## config.mk

```make
export PLATFORM = sky130hd
export DESIGN_NAME = mfcc_feature_out_flat
export DESIGN_NICKNAME = d
export VERILOG_FILES = /design/src/rtl/mfcc_feature_out_pkg.sv /design/src/rtl/mfcc_feature_out_if.sv /design/src/rtl/mfcc_feature_out_fifo.sv /design/src/rtl/mfcc_feature_out.sv /design/src/flat_wrapper.sv
export SDC_FILE = /design/constraint.sdc
export NUM_CORES = 1
export LEC_CHECK = 0
export BUFFER_PORTS_ARGS = -buffer_cell sky130_fd_sc_hd__buf_2
export CORE_ASPECT_RATIO = 1.75
export CORE_MARGIN = 1
export CORE_UTILIZATION = 50
export DETAILED_ROUTE_END_ITERATION = 7
export GPL_TIMING_DRIVEN = 0
export HOLD_SLACK_MARGIN = 0.1
export PLACE_DENSITY = 0.76
export SLEW_MARGIN = 10
export SYNTH_ARGS = -nofsm -noshare
export SYNTH_HDL_FRONTEND = slang
export SYNTH_HIERARCHICAL = 1
export SYNTH_SLANG_ARGS = --single-unit
```

## constraint.sdc

```tcl
create_clock -name clk -period 2.5 [get_ports clk]
set_clock_uncertainty 0.1 [all_clocks]
set_input_delay 0.75 -clock clk [delete_from_list [all_inputs] [get_ports clk]]
set_output_delay 0.75 -clock clk [all_outputs]
set_load 0.1 [all_outputs]
```

## src/rtl/mfcc_feature_out_pkg.sv

```systemverilog
// Shared types and constants for the MFCC feature output streamer.
// MFCC_OUT_STATIC_EN (when defined) adds static cepstra ahead of deltas in each vector.
package mfcc_out_pkg;
  localparam int ADDR_WIDTH_14 = 14;
  localparam int DATA_WIDTH    = 32;
  localparam int FRAME_W       = 7;
  localparam int COL_W         = 7;

  localparam logic [FRAME_W-1:0] FIRST_FRAME = 7'd2;
  localparam logic [FRAME_W-1:0] FRAME_TAIL  = 7'd3;

  typedef enum logic [1:0] {IDLE, READ, DRAIN, DONE} out_state_e;

  typedef struct packed {
    logic [DATA_WIDTH-1:0] data;
    logic                  last_coef;
    logic                  last_frame;
  } feat_word_t;

  // Deltas sit one column past the statics: column cep_num+1+k.
  function automatic logic [COL_W-1:0] delta_col(input logic [COL_W-1:0] cep,
                                                 input logic [COL_W-1:0] k);
    return cep + k + 7'd1;
  endfunction
endpackage

```

## src/rtl/mfcc_feature_out_if.sv

```systemverilog
// Control, memory read port and feature stream of the MFCC output streamer.
interface mfcc_feature_out_if;
  logic        out_state_en;
  logic [6:0]  frame_num;
  logic [6:0]  cep_num;
  logic [13:0] out_mem_read_addr;
  logic        out_mem_rd_en;
  logic [31:0] out_mem_data_in;
  logic [31:0] feat_data;
  logic        feat_valid;
  logic        feat_ready;
  logic        feat_last_coef;
  logic        feat_last_frame;
  logic        out_busy;
  logic        out_done;

  modport master (
    input  out_state_en, frame_num, cep_num, out_mem_data_in, feat_ready,
    output out_mem_read_addr, out_mem_rd_en, feat_data, feat_valid,
           feat_last_coef, feat_last_frame, out_busy, out_done
  );

  modport slave (
    output out_state_en, frame_num, cep_num, out_mem_data_in, feat_ready,
    input  out_mem_read_addr, out_mem_rd_en, feat_data, feat_valid,
           feat_last_coef, feat_last_frame, out_busy, out_done
  );
endinterface

```

## src/rtl/mfcc_feature_out_fifo.sv

```systemverilog
// Two-entry output buffer carrying a feature word plus its frame/vector flags.
module feat_skid_fifo
  import mfcc_out_pkg::*;
(
  input  logic       clk,
  input  logic       i_flush,
  input  logic       i_valid,
  input  feat_word_t i_data,
  output logic       o_valid,
  output feat_word_t o_data,
  input  logic       i_ready,
  output logic [1:0] o_count
);
  feat_word_t r_e0, r_e1;
  logic [1:0] r_cnt;
  logic       w_push, w_pop;

  // Writer uses o_count for credit, so a push never arrives while full.
  assign w_pop  = (r_cnt != 2'd0) && i_ready;
  assign w_push = i_valid;

  always_ff @(posedge clk) begin
    if (i_flush) begin
      r_cnt <= 2'd0;
      r_e0  <= '0;
      r_e1  <= '0;
    end else begin
      case ({w_push, w_pop})
        2'b10: begin
          if (r_cnt == 2'd0) r_e0 <= i_data;
          else               r_e1 <= i_data;
          r_cnt <= r_cnt + 2'd1;
        end
        2'b01: begin
          r_e0  <= r_e1;
          r_cnt <= r_cnt - 2'd1;
        end
        2'b11: begin
          if (r_cnt == 2'd1) r_e0 <= i_data;
          else begin
            r_e0 <= r_e1;
            r_e1 <= i_data;
          end
        end
        default: ;
      endcase
    end
  end

  assign o_valid = (r_cnt != 2'd0);
  assign o_data  = r_e0;
  assign o_count = r_cnt;
endmodule

```

## src/rtl/mfcc_feature_out.sv

```systemverilog
// Walks frames with valid deltas and streams cepstral/delta words to the host.
// Define MFCC_OUT_STATIC_EN to emit statics before deltas in every vector.
module mfcc_feature_out
  import mfcc_out_pkg::*;
(
  input logic               clk,
  input logic               rst,
  mfcc_feature_out_if.master bus
);
  out_state_e  r_state, w_next;
  logic [6:0]  r_fnum, r_cnum, r_frame;
  logic [7:0]  r_word;
  logic        r_inflight, r_if_lc, r_if_lf;
  logic [7:0]  w_wpf;
  logic [6:0]  w_col;
  logic        w_last_coef, w_last_frame, w_free, w_issue, w_pop;
  logic        w_fifo_valid;
  logic [1:0]  w_cnt;
  feat_word_t  w_head;

`ifdef MFCC_OUT_STATIC_EN
  assign w_wpf = {r_cnum, 1'b0};
  assign w_col = (r_word < {1'b0, r_cnum}) ? r_word[6:0]
                                           : delta_col(r_cnum, r_word[6:0] - r_cnum);
`else
  assign w_wpf = {1'b0, r_cnum};
  assign w_col = delta_col(r_cnum, r_word[6:0]);
`endif

  assign w_last_coef  = (r_word == w_wpf - 8'd1);
  assign w_last_frame = (r_frame == r_fnum - FRAME_TAIL);

  // Credit counts the in-flight read and frees the slot being popped this cycle.
  assign w_pop   = w_fifo_valid && bus.feat_ready;
  assign w_free  = ({1'b0, w_cnt} + {2'b0, r_inflight}) < (3'd2 + {2'b0, w_pop});
  assign w_issue = (r_state == READ) && w_free;

  always_comb begin
    w_next = r_state;
    case (r_state)
      IDLE:  if (bus.out_state_en)
               w_next = (bus.frame_num < 7'd5 || bus.cep_num == 7'd0) ? DONE : READ;
      READ:  if (w_issue && w_last_coef && w_last_frame) w_next = DRAIN;
      DRAIN: if (!w_fifo_valid && !r_inflight) w_next = DONE;
      DONE:  w_next = IDLE;
      default: w_next = IDLE;
    endcase
  end

  always_ff @(posedge clk) begin
    if (rst) begin
      r_state    <= IDLE;
      r_fnum     <= '0;
      r_cnum     <= '0;
      r_frame    <= '0;
      r_word     <= '0;
      r_inflight <= 1'b0;
      r_if_lc    <= 1'b0;
      r_if_lf    <= 1'b0;
    end else begin
      r_state    <= w_next;
      r_inflight <= w_issue;
      r_if_lc    <= w_last_coef;
      r_if_lf    <= w_last_frame;
      if (r_state == IDLE && bus.out_state_en) begin
        r_fnum  <= bus.frame_num;
        r_cnum  <= bus.cep_num;
        r_frame <= FIRST_FRAME;
        r_word  <= '0;
      end else if (w_issue) begin
        if (w_last_coef) begin
          r_word  <= '0;
          r_frame <= r_frame + 7'd1;
        end else begin
          r_word  <= r_word + 8'd1;
        end
      end
    end
  end

  feat_skid_fifo u_fifo (
    .clk     (clk),
    .i_flush (rst),
    .i_valid (r_inflight),
    .i_data  ({bus.out_mem_data_in, r_if_lc, r_if_lf}),
    .o_valid (w_fifo_valid),
    .o_data  (w_head),
    .i_ready (bus.feat_ready),
    .o_count (w_cnt)
  );

  assign bus.out_mem_rd_en     = w_issue;
  assign bus.out_mem_read_addr = w_issue ? {r_frame, w_col} : 14'd0;
  assign bus.feat_valid        = w_fifo_valid;
  assign bus.feat_data         = w_head.data;
  assign bus.feat_last_coef    = w_head.last_coef;
  assign bus.feat_last_frame   = w_head.last_frame;
  assign bus.out_busy          = (r_state == READ) || (r_state == DRAIN);
  assign bus.out_done          = (r_state == DONE);
endmodule

```

## src/flat_wrapper.sv

```systemverilog
// flat-port wrapper written by rule: the top's interface ports become plain ports
module mfcc_feature_out_flat import mfcc_out_pkg::*;
  (clk, rst, bus_out_state_en, bus_frame_num, bus_cep_num, bus_out_mem_data_in, bus_feat_ready, bus_out_mem_read_addr, bus_out_mem_rd_en, bus_feat_data, bus_feat_valid, bus_feat_last_coef, bus_feat_last_frame, bus_out_busy, bus_out_done);
  mfcc_feature_out_if bus_i ();
  input logic clk;
  input logic rst;
  input wire logic [$bits(bus_i.out_state_en)-1:0] bus_out_state_en;
  input wire logic [$bits(bus_i.frame_num)-1:0] bus_frame_num;
  input wire logic [$bits(bus_i.cep_num)-1:0] bus_cep_num;
  input wire logic [$bits(bus_i.out_mem_data_in)-1:0] bus_out_mem_data_in;
  input wire logic [$bits(bus_i.feat_ready)-1:0] bus_feat_ready;
  output wire logic [$bits(bus_i.out_mem_read_addr)-1:0] bus_out_mem_read_addr;
  output wire logic [$bits(bus_i.out_mem_rd_en)-1:0] bus_out_mem_rd_en;
  output wire logic [$bits(bus_i.feat_data)-1:0] bus_feat_data;
  output wire logic [$bits(bus_i.feat_valid)-1:0] bus_feat_valid;
  output wire logic [$bits(bus_i.feat_last_coef)-1:0] bus_feat_last_coef;
  output wire logic [$bits(bus_i.feat_last_frame)-1:0] bus_feat_last_frame;
  output wire logic [$bits(bus_i.out_busy)-1:0] bus_out_busy;
  output wire logic [$bits(bus_i.out_done)-1:0] bus_out_done;
  assign bus_i.out_state_en = bus_out_state_en;
  assign bus_i.frame_num = bus_frame_num;
  assign bus_i.cep_num = bus_cep_num;
  assign bus_i.out_mem_data_in = bus_out_mem_data_in;
  assign bus_i.feat_ready = bus_feat_ready;
  assign bus_out_mem_read_addr = bus_i.out_mem_read_addr;
  assign bus_out_mem_rd_en = bus_i.out_mem_rd_en;
  assign bus_feat_data = bus_i.feat_data;
  assign bus_feat_valid = bus_i.feat_valid;
  assign bus_feat_last_coef = bus_i.feat_last_coef;
  assign bus_feat_last_frame = bus_i.feat_last_frame;
  assign bus_out_busy = bus_i.out_busy;
  assign bus_out_done = bus_i.out_done;
  mfcc_feature_out u_core (.clk(clk), .rst(rst), .bus(bus_i));
endmodule
```

==> reports/qor_table.md <==
| Stage | Parameter | Reported |
|---|---|---|
| outcome | Status | finished with violations |
| outcome | Violations in the final reports | setup timing |
| drt | DRT Wirelength | 15.3 mm |
| clocking | Insertion delay of the later-clocked pin in the worst-skew pair | 0.35 ns |
| drt | Detailed router's first-iteration violation count | 283 |
| synth | Synthesized area per cell | 8.67 um2 |
| floorplan | Initial core utilization | 0.510 |
| synth | Dominant synthesized flop cell | sky130_fd_sc_hd__dfxtp_1 |
| synth | Number of storage elements in the synthesis netlist | 104 |
| synth | Synth cell count leaders | sky130_fd_sc_hd__dfxtp_1 (104), sky130_fd_sc_hd__nand2_1 (104), sky130_fd_sc_hd__a21oi_1 (62) |
| worst setup path | Flop-to-flop setup slack | -0.13 ns |
| grt | Initial antenna violation count | 0 |
| floorplan | Standard-cell rows | 50 |
| grt | Global-route wire length before repair | 23.7 mm |
| floorplan | Vertical die dimension | 140 um |
| floorplan | Top Ports | 102 |
| synth | Post-synth top area cell | sky130_fd_sc_hd__dfxtp_1 |
| timing | Relative slew margins | 0.625 |
| timing | Final-layout setup total negative slack | -6.29 ns |
| drt | Via-per-instance ratio | 5.85 |
| run | Max cap viols | 0 |
| place | Last weighted congestion value of the routability-driven placer | 0.793 |
| grt | Met2 GRT Util | 0.506 |
| worst setup path | Critical path class | register to primary output |
| synth | Async set-reset flop share out of synthesis | 0 |
| worst setup path | Worst-path fanout max | 2 |
| synth | Warning count from the yosys run | 6 |
| pwr | Total leakage power | 2.87 nW |
| place | IO Port Bufs | 101 |
| clocking | CTS Buf Count | 9 |
| floorplan | Die X-Extent | 80.7 um |
| worst setup path | Crit start category | register |
| clocking | Number of buffers on the longest clock path | 2 |
| timing | Maximum clock frequency | 314 MHz |
| timing | Share of the clock period used by the worst path | 1.28 |
| drt | Via count | 5266 |
| pwr | Power Density | 1300 nW/um2 |
| floorplan | DIE AREA | 11300 um2 |
| synth | Share of the yosys chip area belonging to registers | 0.384 |
| timing | Setup ws final | -0.688 ns |
| worst setup path | Required time at the endpoint of the critical path | 1.65 ns |
| timing | Setup repair after global routing missed its margin | true |
| drt | Post-route antenna net violation count | 0 |
| layout | Reg area | 2110 um2 |
| layout | Multi-input logic area | 3300 um2 |
| clocking | Clock tree from TritonCTS | yes |
| worst setup path | Worst path arrival time | 2.34 ns |
| synth | Post-synth EDFFs | 0 |
| place | Worst setup slack after placement | -0.647 ns |
| clocking | Clock sink total | 104 |
| grt | Fraction of met1 tracks used by global routing | 0.271 |
| floorplan | Area inside the core boundary | 10600 um2 |
| grt | Pin count of the biggest net entering global routing | 22 |
| timing | Final hold violation count | 0 |
| pwr | Worst IR drop on VDD | 1.01 mV |
| layout | Area growth syn-to-layout | 33.7% |
| grt | Total grt overflow | 0 |
| grt | Global-route track usage on met3 | 0.0439 |
| timing | Final setup vio count | 21 |
| clocking | Clock root cell | sky130_fd_sc_hd__clkbuf_16 |
| place | Post-DP HPWL | 10.3 mm |
| synth | Biggest area contributors in the synthesized netlist | sky130_fd_sc_hd__dfxtp_1 (38%), sky130_fd_sc_hd__a221oi_2 (8.3%), sky130_fd_sc_hd__nand2_1 (7.2%) |
| timing | Hold slack final | 0.360 ns |
| timing | Time the worst path needs with I/O delays and setup | 3.19 ns |
| worst setup path | Endpoint class of the critical path | primary output |
| timing | Number of pins with negative max-slew slack in the final report | 0 |
| synth | Area of the mapped netlist | 5420 um2 |
| drt | Remaining design rule violation count | 0 |
| synth | Area share of the leading cell type in the synthesized netlist | 0.384 |
| layout | ANT cells | 0 |
| layout | Fill count | 827 |
| synth | Number of cells produced by synthesis | 625 |
| timing | Slew of the pin with the lowest slew margin | 0.563 ns |
| layout | Final net count | 840 |
| synth | Unique masters post-synth | 68 |
| place | Instance area at placement | 6270 um2 |
| drt | Detailed-route wire length per cell | 16.9 um |
| clocking | Clock slew at reported path FFs | 0.08 ns |
| grt | Vias in the first global route | 5188 |
| layout | Final standard cell area without fillers | 7240 um2 |
| clocking | Number of H-tree levels | 3 |
| drt | First-pass iteration count of the detailed router | 4 |
| grt | Global-route usage over all layers | 0.267 |
| layout | Proportion of layout cells with a drive suffix above 1 | 0.355 |
| synth | Syn nets | 700 |
| worst hold path | Hold crit path type | register to register |
| grt | Gr busiest metal | met2 |
[where the power goes]
group | switching (W) | internal (W)
logic | 0.00402 | 0.00164
clock network | 0.000706 | 0.000717
registers | 0.000269 | 0.00206
total | 0.00499 | 0.00442
[critical path, cell delays in order (launching register included)]
cell	delay (ns)
sky130_fd_sc_hd__dfxtp_4	0.35
sky130_fd_sc_hd__inv_4	0.06
sky130_fd_sc_hd__ha_4	0.14
sky130_fd_sc_hd__fa_2	0.22
sky130_fd_sc_hd__nor2b_4	0.06
sky130_fd_sc_hd__o21ai_2	0.17
sky130_fd_sc_hd__a21boi_2	0.08
sky130_fd_sc_hd__o21a_1	0.20
sky130_fd_sc_hd__or3_4	0.34
sky130_fd_sc_hd__a21oi_4	0.17
sky130_fd_sc_hd__buf_12	0.19
[final cells by class]
cell class | instances | share of cell area
plain buffers | 41 | 0.0389
clock inverters | 7 | 0.0112
clock buffers | 9 | 0.0311
well taps | 130 | 0.0225
inverters | 23 | 0.0149
multi-input cells | 456 | 0.455
repair buffers | 130 | 0.136
flip-flops and latches | 104 | 0.291
[logic make-up after synthesis]
family | after synthesis | share of synthesized area
simple gates | 258 | 0.227
flops | 104 | 0.384
mux | 3 | 0.00554
compound gates | 149 | 0.223
fa+ha+maj | 25 | 0.0591
xor+xnor | 21 | 0.0365
buf+inv | 65 | 0.0639
[sequential cells by signal, summed over array words and instances, names as in the netlist, 2 cells and up]
signal and count:
u_core/u_fifo/o_count 2, u_core/r_frame 7, u_core/u_fifo/r_e1 34, u_core/r_fnum 7, u_core/u_fifo/o_data 34, u_core/r_state 2
u_core/r_word 8, u_core/r_cnum 7
[worst paths after layout]
| path | startpoint | cells past startpoint | endpoint |
|---|---|---|---|
| worst max-delay path | u_core/r_cnum[0] | 10 | bus_out_mem_read_addr[6] |
| worst min-delay path | u_core/u_fifo/r_e1[2] | 2 | u_core/u_fifo/r_e1[2] |
| worst max register to register | u_core/r_cnum[0] | 8 | u_core/r_frame[5] |
| worst min register to register | u_core/u_fifo/r_e1[2] | 2 | u_core/u_fifo/r_e1[2] |
[layer usage]
layer | share of wire | vias to the layer above
met5 | 0 | -
met4 | 0.030 | 0
met3 | 0.053 | 38
met2 | 0.55 | 198
met1 | 0.37 | 2536
li1 | - | 2494
[per-stage QoR]
stage	std cells	utilization	power (W)
after global routing	900	0.681	0.00986
after floorplan	625	-	0.00658
after CTS	889	0.664	0.00924
final	900	0.681	0.00941
after detailed placement	856	0.590	0.00744
after global placement	856	0.590	0.00731
[layout by cell type (no fill, tap or decap), types with 4 or more instances in the layout]
cell type                   Yosys  layout
sky130_fd_sc_hd__nor3_1        41      37
sky130_fd_sc_hd__dfxtp_1      104      95
sky130_fd_sc_hd__dfxtp_2        0       4
sky130_fd_sc_hd__ha_1          24      18
sky130_fd_sc_hd__nand2b_1       6       6
sky130_fd_sc_hd__nor2_1        53      49
sky130_fd_sc_hd__nand2_1      104     104
sky130_fd_sc_hd__clkbuf_16      0      10
sky130_fd_sc_hd__a221oi_2      30      30
sky130_fd_sc_hd__ha_4           0       5
sky130_fd_sc_hd__buf_4          3      26
sky130_fd_sc_hd__inv_1         23      17
sky130_fd_sc_hd__xnor2_1       10      10
sky130_fd_sc_hd__xor2_1        10      10
sky130_fd_sc_hd__clkbuf_1      21      18
sky130_fd_sc_hd__buf_2          7      90
sky130_fd_sc_hd__buf_12         0      16
sky130_fd_sc_hd__nor2b_1        7       5
sky130_fd_sc_hd__o21ai_2        3       6
sky130_fd_sc_hd__and2_4         0       6
sky130_fd_sc_hd__nand3_1        7       6
sky130_fd_sc_hd__or4_1          5       4
sky130_fd_sc_hd__a221oi_1       4       4
sky130_fd_sc_hd__o21ai_0        9       5
sky130_fd_sc_hd__dfxtp_4        0       5
sky130_fd_sc_hd__a31oi_1        4       4
sky130_fd_sc_hd__nor3_4         0       4
sky130_fd_sc_hd__a21oi_1       62      60
sky130_fd_sc_hd__buf_6         11      16
[repair_timing]
action | CTS | global route
pin swaps | 13 | 14
cloned | 1 | 0
setup buffers | 17 | 14
hold buffers | 0 | 0
endpoints found under the setup margin | 27 | 63
resized for setup | 95 | 30
Power figures use the tool's default switching activity.
